File: src/rtl/ym3438_pkg.sv
// ym3438_pkg: slot bus geometry, operator group encoding and slot decode helpers.
package ym3438_pkg;

    localparam int NUM_SLOTS    = 24;
    localparam int NUM_CH       = 6;
    localparam int SLOTS_PER_OP = 6;

    typedef enum logic [1:0] {
        OP4 = 2'd0,
        OP1 = 2'd1,
        OP3 = 2'd2,
        OP2 = 2'd3
    } op_grp_t;

    function automatic logic [2:0] slot_to_ch(input logic [4:0] s);
        logic [4:0] m;
        m = s % 5'(SLOTS_PER_OP);
        return m[2:0];
    endfunction

    function automatic op_grp_t slot_to_grp(input logic [4:0] s);
        logic [4:0] q;
        q = s / 5'(SLOTS_PER_OP);
        return op_grp_t'(q[1:0]);
    endfunction

endpackage

File: src/rtl/ym3438_sat_acc.sv
// ym3438_sat_acc: sign-extend one operator sample, add it to a channel partial sum and clamp to SAT_W.
module ym3438_sat_acc #(
    parameter int DATA_W = 14,
    parameter int SAT_W  = 14
) (
    input  logic [SAT_W-1:0]  i_acc,
    input  logic [DATA_W-1:0] i_data,
    input  logic              i_en,
    input  logic              i_first,
    output logic [SAT_W-1:0]  o_sum
);

    // Three guard bits cover SAT_W up to DATA_W+2 plus the carry of the add.
    localparam int SUM_W = DATA_W + 3;
    localparam logic signed [SUM_W-1:0] MAX_V = {{(SUM_W-SAT_W+1){1'b0}}, {(SAT_W-1){1'b1}}};
    localparam logic signed [SUM_W-1:0] MIN_V = {{(SUM_W-SAT_W+1){1'b1}}, {(SAT_W-1){1'b0}}};

    logic signed [SUM_W-1:0] w_acc;
    logic signed [SUM_W-1:0] w_data;
    logic signed [SUM_W-1:0] w_sum;

    assign w_acc  = i_first ? '0 : {{(SUM_W-SAT_W){i_acc[SAT_W-1]}}, i_acc};
    assign w_data = i_en ? {{(SUM_W-DATA_W){i_data[DATA_W-1]}}, i_data} : '0;
    assign w_sum  = w_acc + w_data;
    assign o_sum  = (w_sum > MAX_V) ? MAX_V[SAT_W-1:0] :
                    (w_sum < MIN_V) ? MIN_V[SAT_W-1:0] : w_sum[SAT_W-1:0];

endmodule

File: src/rtl/ym3438_slot_decoder.sv
// ym3438_slot_decoder: rebuilds the 24-slot operator bus count from sync, sums contributing
// operators per channel with saturation and hands out six-channel frames on a valid/ready port.
module ym3438_slot_decoder
    import ym3438_pkg::*;
#(
    parameter int DATA_W = 14,
    parameter int SAT_W  = 14,
    parameter int OUT_W  = 16
) (
    input  logic                MCLK,
    input  logic                IC,
    input  logic                slot_en,
    input  logic                sync,
    input  logic [DATA_W-1:0]   op_data,
    input  logic                out_en,
    output logic [6*OUT_W-1:0]  frame_data,
    output logic                frame_valid,
    input  logic                frame_ready,
    output logic                locked,
    output logic                sync_err,
    output logic                overrun
);

    logic [4:0]       r_slot;
    logic [SAT_W-1:0] r_acc [NUM_CH];
    logic [SAT_W-1:0] r_stg [NUM_CH];

    logic [4:0]         w_cur;
    logic [2:0]         w_ch;
    op_grp_t            w_grp;
    logic               w_act;
    logic               w_last;
    logic               w_resync;
    logic               w_free;
    logic [SAT_W-1:0]   w_sum;
    logic [6*OUT_W-1:0] w_frame;

    // A sync strobe always re-labels the presented slot as slot 0.
    assign w_cur    = sync ? '0 : r_slot;
    assign w_ch     = slot_to_ch(w_cur);
    assign w_grp    = slot_to_grp(w_cur);
    assign w_act    = slot_en & (locked | sync);
    assign w_last   = w_act & (w_cur == 5'(NUM_SLOTS-1));
    assign w_resync = slot_en & sync & locked & (r_slot != '0);
    assign w_free   = ~frame_valid | frame_ready;

    ym3438_sat_acc #(
        .DATA_W (DATA_W),
        .SAT_W  (SAT_W)
    ) u_sat_acc (
        .i_acc   (r_acc[w_ch]),
        .i_data  (op_data),
        .i_en    (out_en),
        .i_first (w_grp == OP4),
        .o_sum   (w_sum)
    );

    // The last channel's final sum is still in flight at frame end, so bypass it into the frame.
    for (genvar g = 0; g < NUM_CH; g++) begin : g_pack
        logic [SAT_W-1:0] w_word;
        assign w_word = (w_ch == 3'(g)) ? w_sum : r_stg[g];
        assign w_frame[g*OUT_W +: OUT_W] = {{(OUT_W-SAT_W){w_word[SAT_W-1]}}, w_word};
    end

    always_ff @(posedge MCLK or negedge IC) begin
        if (!IC) begin
            r_slot      <= '0;
            locked      <= 1'b0;
            sync_err    <= 1'b0;
            overrun     <= 1'b0;
            frame_valid <= 1'b0;
            frame_data  <= '0;
            for (int c = 0; c < NUM_CH; c++) begin
                r_acc[c] <= '0;
                r_stg[c] <= '0;
            end
        end else begin
            if (frame_valid & frame_ready)
                frame_valid <= 1'b0;
            if (slot_en) begin
                r_slot <= (w_cur == 5'(NUM_SLOTS-1)) ? '0 : w_cur + 5'd1;
                if (sync)
                    locked <= 1'b1;
                if (w_resync)
                    sync_err <= 1'b1;
            end
            if (w_act) begin
                r_acc[w_ch] <= w_sum;
                if (w_grp == OP2)
                    r_stg[w_ch] <= w_sum;
            end
            if (w_last) begin
                if (w_free) begin
                    frame_data  <= w_frame;
                    frame_valid <= 1'b1;
                end else begin
                    overrun <= 1'b1;
                end
            end
        end
    end

endmodule

File: config.mk
export PLATFORM = sky130hd
export DESIGN_NAME = ym3438_slot_decoder
export DESIGN_NICKNAME = d
export VERILOG_FILES = /design/src/rtl/ym3438_pkg.sv /design/src/rtl/ym3438_sat_acc.sv /design/src/rtl/ym3438_slot_decoder.sv
export SDC_FILE = /design/constraint.sdc
export NUM_CORES = 1
export LEC_CHECK = 0
export BUFFER_PORTS_ARGS = -buffer_cell sky130_fd_sc_hd__buf_2
export CAP_MARGIN = 25
export CORE_MARGIN = 8
export CORE_UTILIZATION = 60
export DETAILED_ROUTE_END_ITERATION = 8
export PLACE_DENSITY = 0.79
export RECOVER_POWER = 25
export SLEW_MARGIN = 0
export SYNTH_ARGS = -nofsm -noshare
export SYNTH_HDL_FRONTEND = slang
export SYNTH_HIERARCHICAL = 1
export SYNTH_SLANG_ARGS = --single-unit
File: constraint.sdc
create_clock -name MCLK -period 10.7 [get_ports MCLK]
set_input_delay 1.07 -clock MCLK [delete_from_list [all_inputs] [get_ports MCLK]]
set_output_delay 1.07 -clock MCLK [all_outputs]
set_load 0.05 [all_outputs]
After elaboration in Yosys (flattened, before gate mapping). Cells that the tools add are included.

Bits in registers: 271. Output and inout port bits: 100. Word-level logic and storage cells: 75. Bits of input ports: 20.

Add/subtract/negate cells: 2. Divide/modulo/power cells: 2. Mux-type cells: 22. Order comparisons: 4. Eq/ne operators: 7. Reductions and logical operators: 9. Bitwise logic cells: 11.

Operators by type and width (number): 84-bit bitwise mux (2); 14-bit 2-to-1 mux (11); 14-bit binary-select mux with 3-bit select (1); 14-bit demux with 3-bit select (1); 17-bit 2-to-1 mux (2); 17-bit adder (1); 17-bit by 14-bit > comparator with 1-bit output, second input constant (1); 17-bit by 14-bit less-than comparator with 1-bit output, second input constant (1); 5-bit 2-to-1 mux (2); 2-bit AND reduction (5); 1-bit AND (6); 3-bit by 2-bit == test with 1-bit output, second input constant (2); 3-bit == test, second input constant (2); 5-bit by 1-bit adder with 5-bit output, second input constant (1); 5-bit by 3-bit divider with 5-bit output, second input constant (1); 5-bit == test, second input constant (1); 5-bit by 3-bit remainder unit with 5-bit output, second input constant (1); 5-bit nonzero test (1); 4-bit >= comparator, second input constant (1); 4-bit by 1-bit less-than comparator with 1-bit output, second input constant (1); 3-bit NOT with 4-bit output (1); 3-bit by 1-bit == test with 1-bit output, second input constant (1); 3-bit zero test (1); 1-bit 2-to-1 mux (3); other kinds (5) (7).

Longest topological paths before layout.
Depth after elaboration: 12. Mapped depth: 33. Depth with buffers taken out: 27.

By module. The synthesis kept the hierarchy.

Modules (own cells, without submodules): ym3438_slot_decoder (cells each 1113, area an instance 12742.2 um^2, sequential area each 6531.3 um^2, instances 1); ym3438_sat_acc (cells each 162, area an instance 1098.6 um^2, sequential area each 0.0 um^2, instances 1).

Least setup slack after synthesis. Ideal clock, no wire load.

Kind: input to register. Start point: in sync. End point: reg r_acc[29] (netlist bit). Required time: 10.635 ns. Arrival time: 7.068 ns. Slack: 3.567 ns. Cell stages on the path: 31. Library setup time: 0.065 ns. Buffers on the path: 7. Cells stage by stage: buf_4 inv_2 nand2_2 clkbuf_1 clkbuf_1 ha_1 nand3b_1 nand3_1 a21boi_2 inv_1 ha_1 inv_1 o31a_1 nand3_1 a21oi_1 clkbuf_1 o221ai_1 o211ai_1 nor2b_1 ha_1 a21o_1 a31oi_2 a211oi_2 o32ai_2 mux2i_1 nand2b_1 clkbuf_2 a21oi_1 clkbuf_1 clkbuf_1 mux2_2.

Word-level cells in the longest chain between the ends: 12. Elaborated cells on any way between the ends: 22. Those cells by class: add/sub: 1; div: 2; order compare: 4; mux: 10; bitwise: 3; reduce/logical: 2.

Ends and longest elaborated chain: from (decl) (line ym3438_slot_decoder.sv:13) `input logic sync,`; 5-bit 2-to-1 mux * (line ym3438_slot_decoder.sv:39) `assign w_cur = sync ? '0 : r_slot;`; 5-bit by 3-bit remainder unit with 5-bit output (line ym3438_pkg.sv:17) `m = s % 5'(SLOTS_PER_OP);`; 3-bit NOT with 4-bit output (implied by the code) (line ym3438_slot_decoder.sv:51) `.i_acc (r_acc[w_ch]),`; 14-bit binary-select mux with 3-bit select (line ym3438_slot_decoder.sv:51); 14-bit 2-to-1 mux (implied by the code) (2 in a row) (line ym3438_slot_decoder.sv:51); 17-bit 2-to-1 mux * (line ym3438_sat_acc.sv:22) `assign w_acc = i_first ? '0 : {{(SUM_W-SAT_W){i_acc[SAT_W-1]}}, i_acc};`; 17-bit adder * (line ym3438_sat_acc.sv:24) `assign w_sum = w_acc + w_data;`; 17-bit by 14-bit less-than comparator with 1-bit output (line ym3438_sat_acc.sv:26) `(w_sum < MIN_V) ? MIN_V[SAT_W-1:0] : w_sum[SAT_W-1:0];`; 14-bit 2-to-1 mux (line ym3438_sat_acc.sv:26); 14-bit 2-to-1 mux * (line ym3438_sat_acc.sv:25) `assign o_sum = (w_sum > MAX_V) ? MAX_V[SAT_W-1:0] :`; named net w_sum[1] (line ym3438_slot_decoder.sv:35) `logic [SAT_W-1:0] w_sum;`; 84-bit bitwise mux * (line ym3438_slot_decoder.sv:88) `r_acc[w_ch] <= w_sum;`; to (signal, indexed assignment) (line ym3438_slot_decoder.sv:88); to (decl) (line ym3438_slot_decoder.sv:25) `logic [SAT_W-1:0] r_acc [NUM_CH];`.

The timed path passes the listed nets; every way through them passes the cells marked *. The select of a mux whose other input is x is not followed. A chain may end at the register's enable or synchronous reset.

Worst setup path after layout.
Start point: reg r_slot[1]. End point: reg frame_data[57].

Word-level cells in the longest chain between the ends: 12. Elaborated cells on any way between the ends: 19. Those cells by class: add/sub: 1; div: 2; order compare: 2; eq/ne: 2; mux: 8; bitwise: 2; reduce/logical: 2.

Ends and longest elaborated chain: from (decl) (line ym3438_slot_decoder.sv:24) `logic [4:0] r_slot;`; from (signal assigned) (line ym3438_slot_decoder.sv:81) `r_slot <= (w_cur == 5'(NUM_SLOTS-1)) ? '0 : w_cur + 5'd1;`; 5-bit 2-to-1 mux * (line ym3438_slot_decoder.sv:39); 5-bit by 3-bit remainder unit with 5-bit output (line ym3438_pkg.sv:17); 3-bit NOT with 4-bit output (implied by the code) (line ym3438_slot_decoder.sv:51); 14-bit binary-select mux with 3-bit select (line ym3438_slot_decoder.sv:51); 14-bit 2-to-1 mux (implied by the code) (2 in a row) (line ym3438_slot_decoder.sv:51); 17-bit 2-to-1 mux * (line ym3438_sat_acc.sv:22); 17-bit adder * (line ym3438_sat_acc.sv:24); 17-bit by 14-bit less-than comparator with 1-bit output (line ym3438_sat_acc.sv:26); 14-bit 2-to-1 mux (line ym3438_sat_acc.sv:26); 14-bit 2-to-1 mux * (line ym3438_sat_acc.sv:25); named net w_sum[9] (line ym3438_slot_decoder.sv:35); 14-bit 2-to-1 mux * (line ym3438_slot_decoder.sv:61) `assign w_word = (w_ch == 3'(g)) ? w_sum : r_stg[g];`; to (signal assigned) (line ym3438_slot_decoder.sv:94) `frame_data <= w_frame;`; to (decl) (line ym3438_slot_decoder.sv:16) `output logic [6*OUT_W-1:0] frame_data,`.

Marked as above.

==> out/results.txt <==
Die W: 168 um
Top-area cell type share of the netlist area: 47.2%
HPWL Detailed: 22900 um
Clk_skew: 13.0 ps
Number of global-route vias before repair: 10114
PwrDens: 229 nW/um2
Switching Fraction: 35.5%
Placed inst area: 14500 um2
Most common cell in the netlist: dfrtp_1
Outcome: finished with violations
Worst vdd ir: 176 uV
CP Class: reg -> reg
R2R setup slack: 1250 ps
Gr ovfl total: 0
FF-to-FF path depth: 28
Hold path depth: 1
Most frequent cells after synthesis: 261 x dfrtp_1, 156 x mux2_2, 113 x a21oi_1, 108 x nand2_1, 100 x nor2_1
Critical path endpoint category: flop
Arrival time at the worst endpoint: 9900 ps
GRT Total Usage: 24.2%
NetSw: 1240 uW
Final Slew Violations: 177
Filler cells: 1715
Post-Syn Area: 13800 um2
Reg clk slew, reported paths: 60 ps
Worst-Margin Slew: 6840 ps
First-pass GRT wire length: 55800 um
RSZ-0062 raised after global routing: false
Setup-failing EPs final: 0
Die Y: 168 um
Latest clock arrival within the worst-skew pair: 530 ps
DRT Wirelength: 34900 um
Core box area: 22600 um2
Global placement routability congestion: 0.891
Slowest CP cell: clkbuf_1
Syn Nets: 1315
Port Buffers: 119
Num ports: 120
Share of cells above drive strength 1: 27.1%
Die footprint: 28200 um2
Clk buf depth: 3
WHS Endpoint: sync_err
First drt pass iteration count: 7
Final hold violation count: 0
Tcrit/Tclk final: 88.3%
Synth area leaders: dfrtp_1 47%, mux2_2 13%, mux2i_1 6.1%
Internal Pwr Total: 2250 uW
Clock sinks: 261
Failing checks: capacitance limit, slew limit
Starting Density: 61.1%
Final ANT Viol Nets: 0
Maxcap violations: 2
Tmin final: 9450 ps
Critical path data required time: 11150 ps
Initial antenna violation count: 0
FFs w/ async S/R, synth: 100%
LEAKAGE: 0.00740 uW
Syn Area/Cell: 10.9 um2
Wire length per cell: 21.3 um
CTS Hold Bufs: 0
Routed via count: 10256
Seq cells post-synth: 261
Achievable frequency: 106 MHz
Post-CTS Setup Inserts: 0
HP Start: sync_err
Cell taking the most area after synthesis: dfrtp_1
Seq pwr share: 40.7%
RR Startpoint: r_slot[1]
Post-synth EDFFs: 0
Crit-path max cell delay: 1470 ps
Synth-to-layout area growth: 10.0%
Clock power frac: 25.1%
H-tree level count: 1
DRC: 0
Clock Root Buffer: clkbuf_16
Hold Crit Class: reg -> reg
FF-to-FF End: frame_data[57]
Post-CTS sizing: 0
Largest net degree at the start of global routing: 127
Row count: 55
Post-route setup TNS: 0 ps
Post-synthesis sequential area ratio: 47.2%
Drt initial violations: 869
Synth warnings: 6
Distinct cell type count after synthesis: 81
# diodes: 0
CTS tree: yes
Max_slew headroom: -356%
Max FO, Critical Path: 49
Nature of the critical path startpoint: flop
Comb power frac: 34.2%
Post-route cell area: 15200 um2
Most used DFF post-synth: dfrtp_1
TritonCTS Buffers: 27
Post-Synthesis Cells: 1275
Avg Vias per Cell: 6.26
Tot Pwr: 3490 uW
Final nets: 1377
metrics by stage:
stage	utilization [%]	setup WS (ps)	hold WS (ps)	instances
after floorplan	-	3570	458	1275
after global placement	63.7	1840	449	1589
after detailed placement	63.9	1650	461	1593
after CTS	67.5	2200	478	1638
after global routing	67.3	775	489	1638
final	67.3	1250	472	1638
placed cells by master (no fill, tap or decap), types with 17 or more instances in the layout:
| master | netlist | routed |
|---|---|---|
| dfrtp_1 | 261 | 261 |
| ha_1 | 19 | 19 |
| o21ai_0 | 25 | 24 |
| mux2_1 | 17 | 17 |
| mux2i_1 | 85 | 85 |
| mux2_2 | 156 | 156 |
| a21oi_1 | 113 | 113 |
| nand2_1 | 108 | 108 |
| buf_2 | 19 | 89 |
| o22ai_1 | 31 | 31 |
| or3_1 | 17 | 17 |
| nor2_1 | 100 | 100 |
| clkbuf_1 | 63 | 40 |
| clkbuf_16 | 0 | 27 |
| buf_4 | 26 | 27 |
registers in the layout, indices dropped and copies added, names as in the netlist:
| register | flops |
|---|---|
| frame_data | 84 |
| frame_valid | 1 |
| r_acc | 84 |
| locked | 1 |
| r_slot | 5 |
| overrun | 1 |
| sync_err | 1 |
| r_stg | 84 |
power groups by stage:
stage | logic (uW) | registers [uW] | clock network [uW]
2_1_floorplan | 854 | 1410 | 0
3_3_place_gp | 1140 | 1410 | 0
3_5_place_dp | 1180 | 1420 | 0
4_1_cts | 1190 | 1410 | 889
5_1_grt | 1290 | 1450 | 923
6_report | 1190 | 1420 | 874
kinds of logic (layout without fill, tap and decap cells):
group                    Yosys count  after routing  synth area share [%]
AND/OR/NAND/NOR                  306            306                  10.7
buffers and inverters            135            213                  4.76
flip-flops                       261            261                  47.2
XOR/XNOR                           7              7                 0.443
AO/OA/AOI/OAI                    276            276                  13.5
multiplexers                     270            270                  21.5
adder cells (fa/ha/maj)           20             20                  1.86
layout make-up:
| type | instances | area, um2 | share of cell area [%] |
|---|---|---|---|
| clock inverter | 7 | 70.1 | 0.460 |
| inverter | 19 | 71.3 | 0.468 |
| timing repair buffer | 149 | 795 | 5.22 |
| multi-input combinational | 879 | 6670 | 43.8 |
| clock buffer | 38 | 737 | 4.84 |
| sequential | 261 | 6530 | 42.9 |
| tap | 285 | 357 | 2.34 |
worst max-delay path by stage:
stage                     slack (ps)  cells past startpoint  startpoint             end
after floorplan                 3570                     31        sync       r_acc[29]
after global placement          1840                     27        sync  frame_data[54]
after detailed placement        1650                     28        sync  frame_data[57]
after CTS                       2200                     28        sync  frame_data[57]
after global routing             770                     28   r_slot[1]  frame_data[57]
final                           1250                     28   r_slot[1]  frame_data[57]
routing by layer:
| layer | GRT usage (%) | vias up | part of all wire, % | wire [um] |
|---|---|---|---|---|
| met1 | 32.8 | 5130 | 42 | 14800 |
| met2 | 38.9 | 385 | 47 | 16500 |
| met3 | 3.79 | 74 | 7.1 | 2490 |
| met5 | 0 | - | 0 | 0 |
| li1 | - | 4667 | - | - |
| met4 | 9.12 | 0 | 3.4 | 1200 |
worst max-delay path: cells and delay by family, from the launching register on:
family,cells,cell delay (ps)
buf+inv,5,2100
mux,1,110
fa+ha+maj,4,1290
simple gates,8,2720
compound gates,10,2780
flops,1,320
No activity file was read; power rests on OpenSTA's default activity.
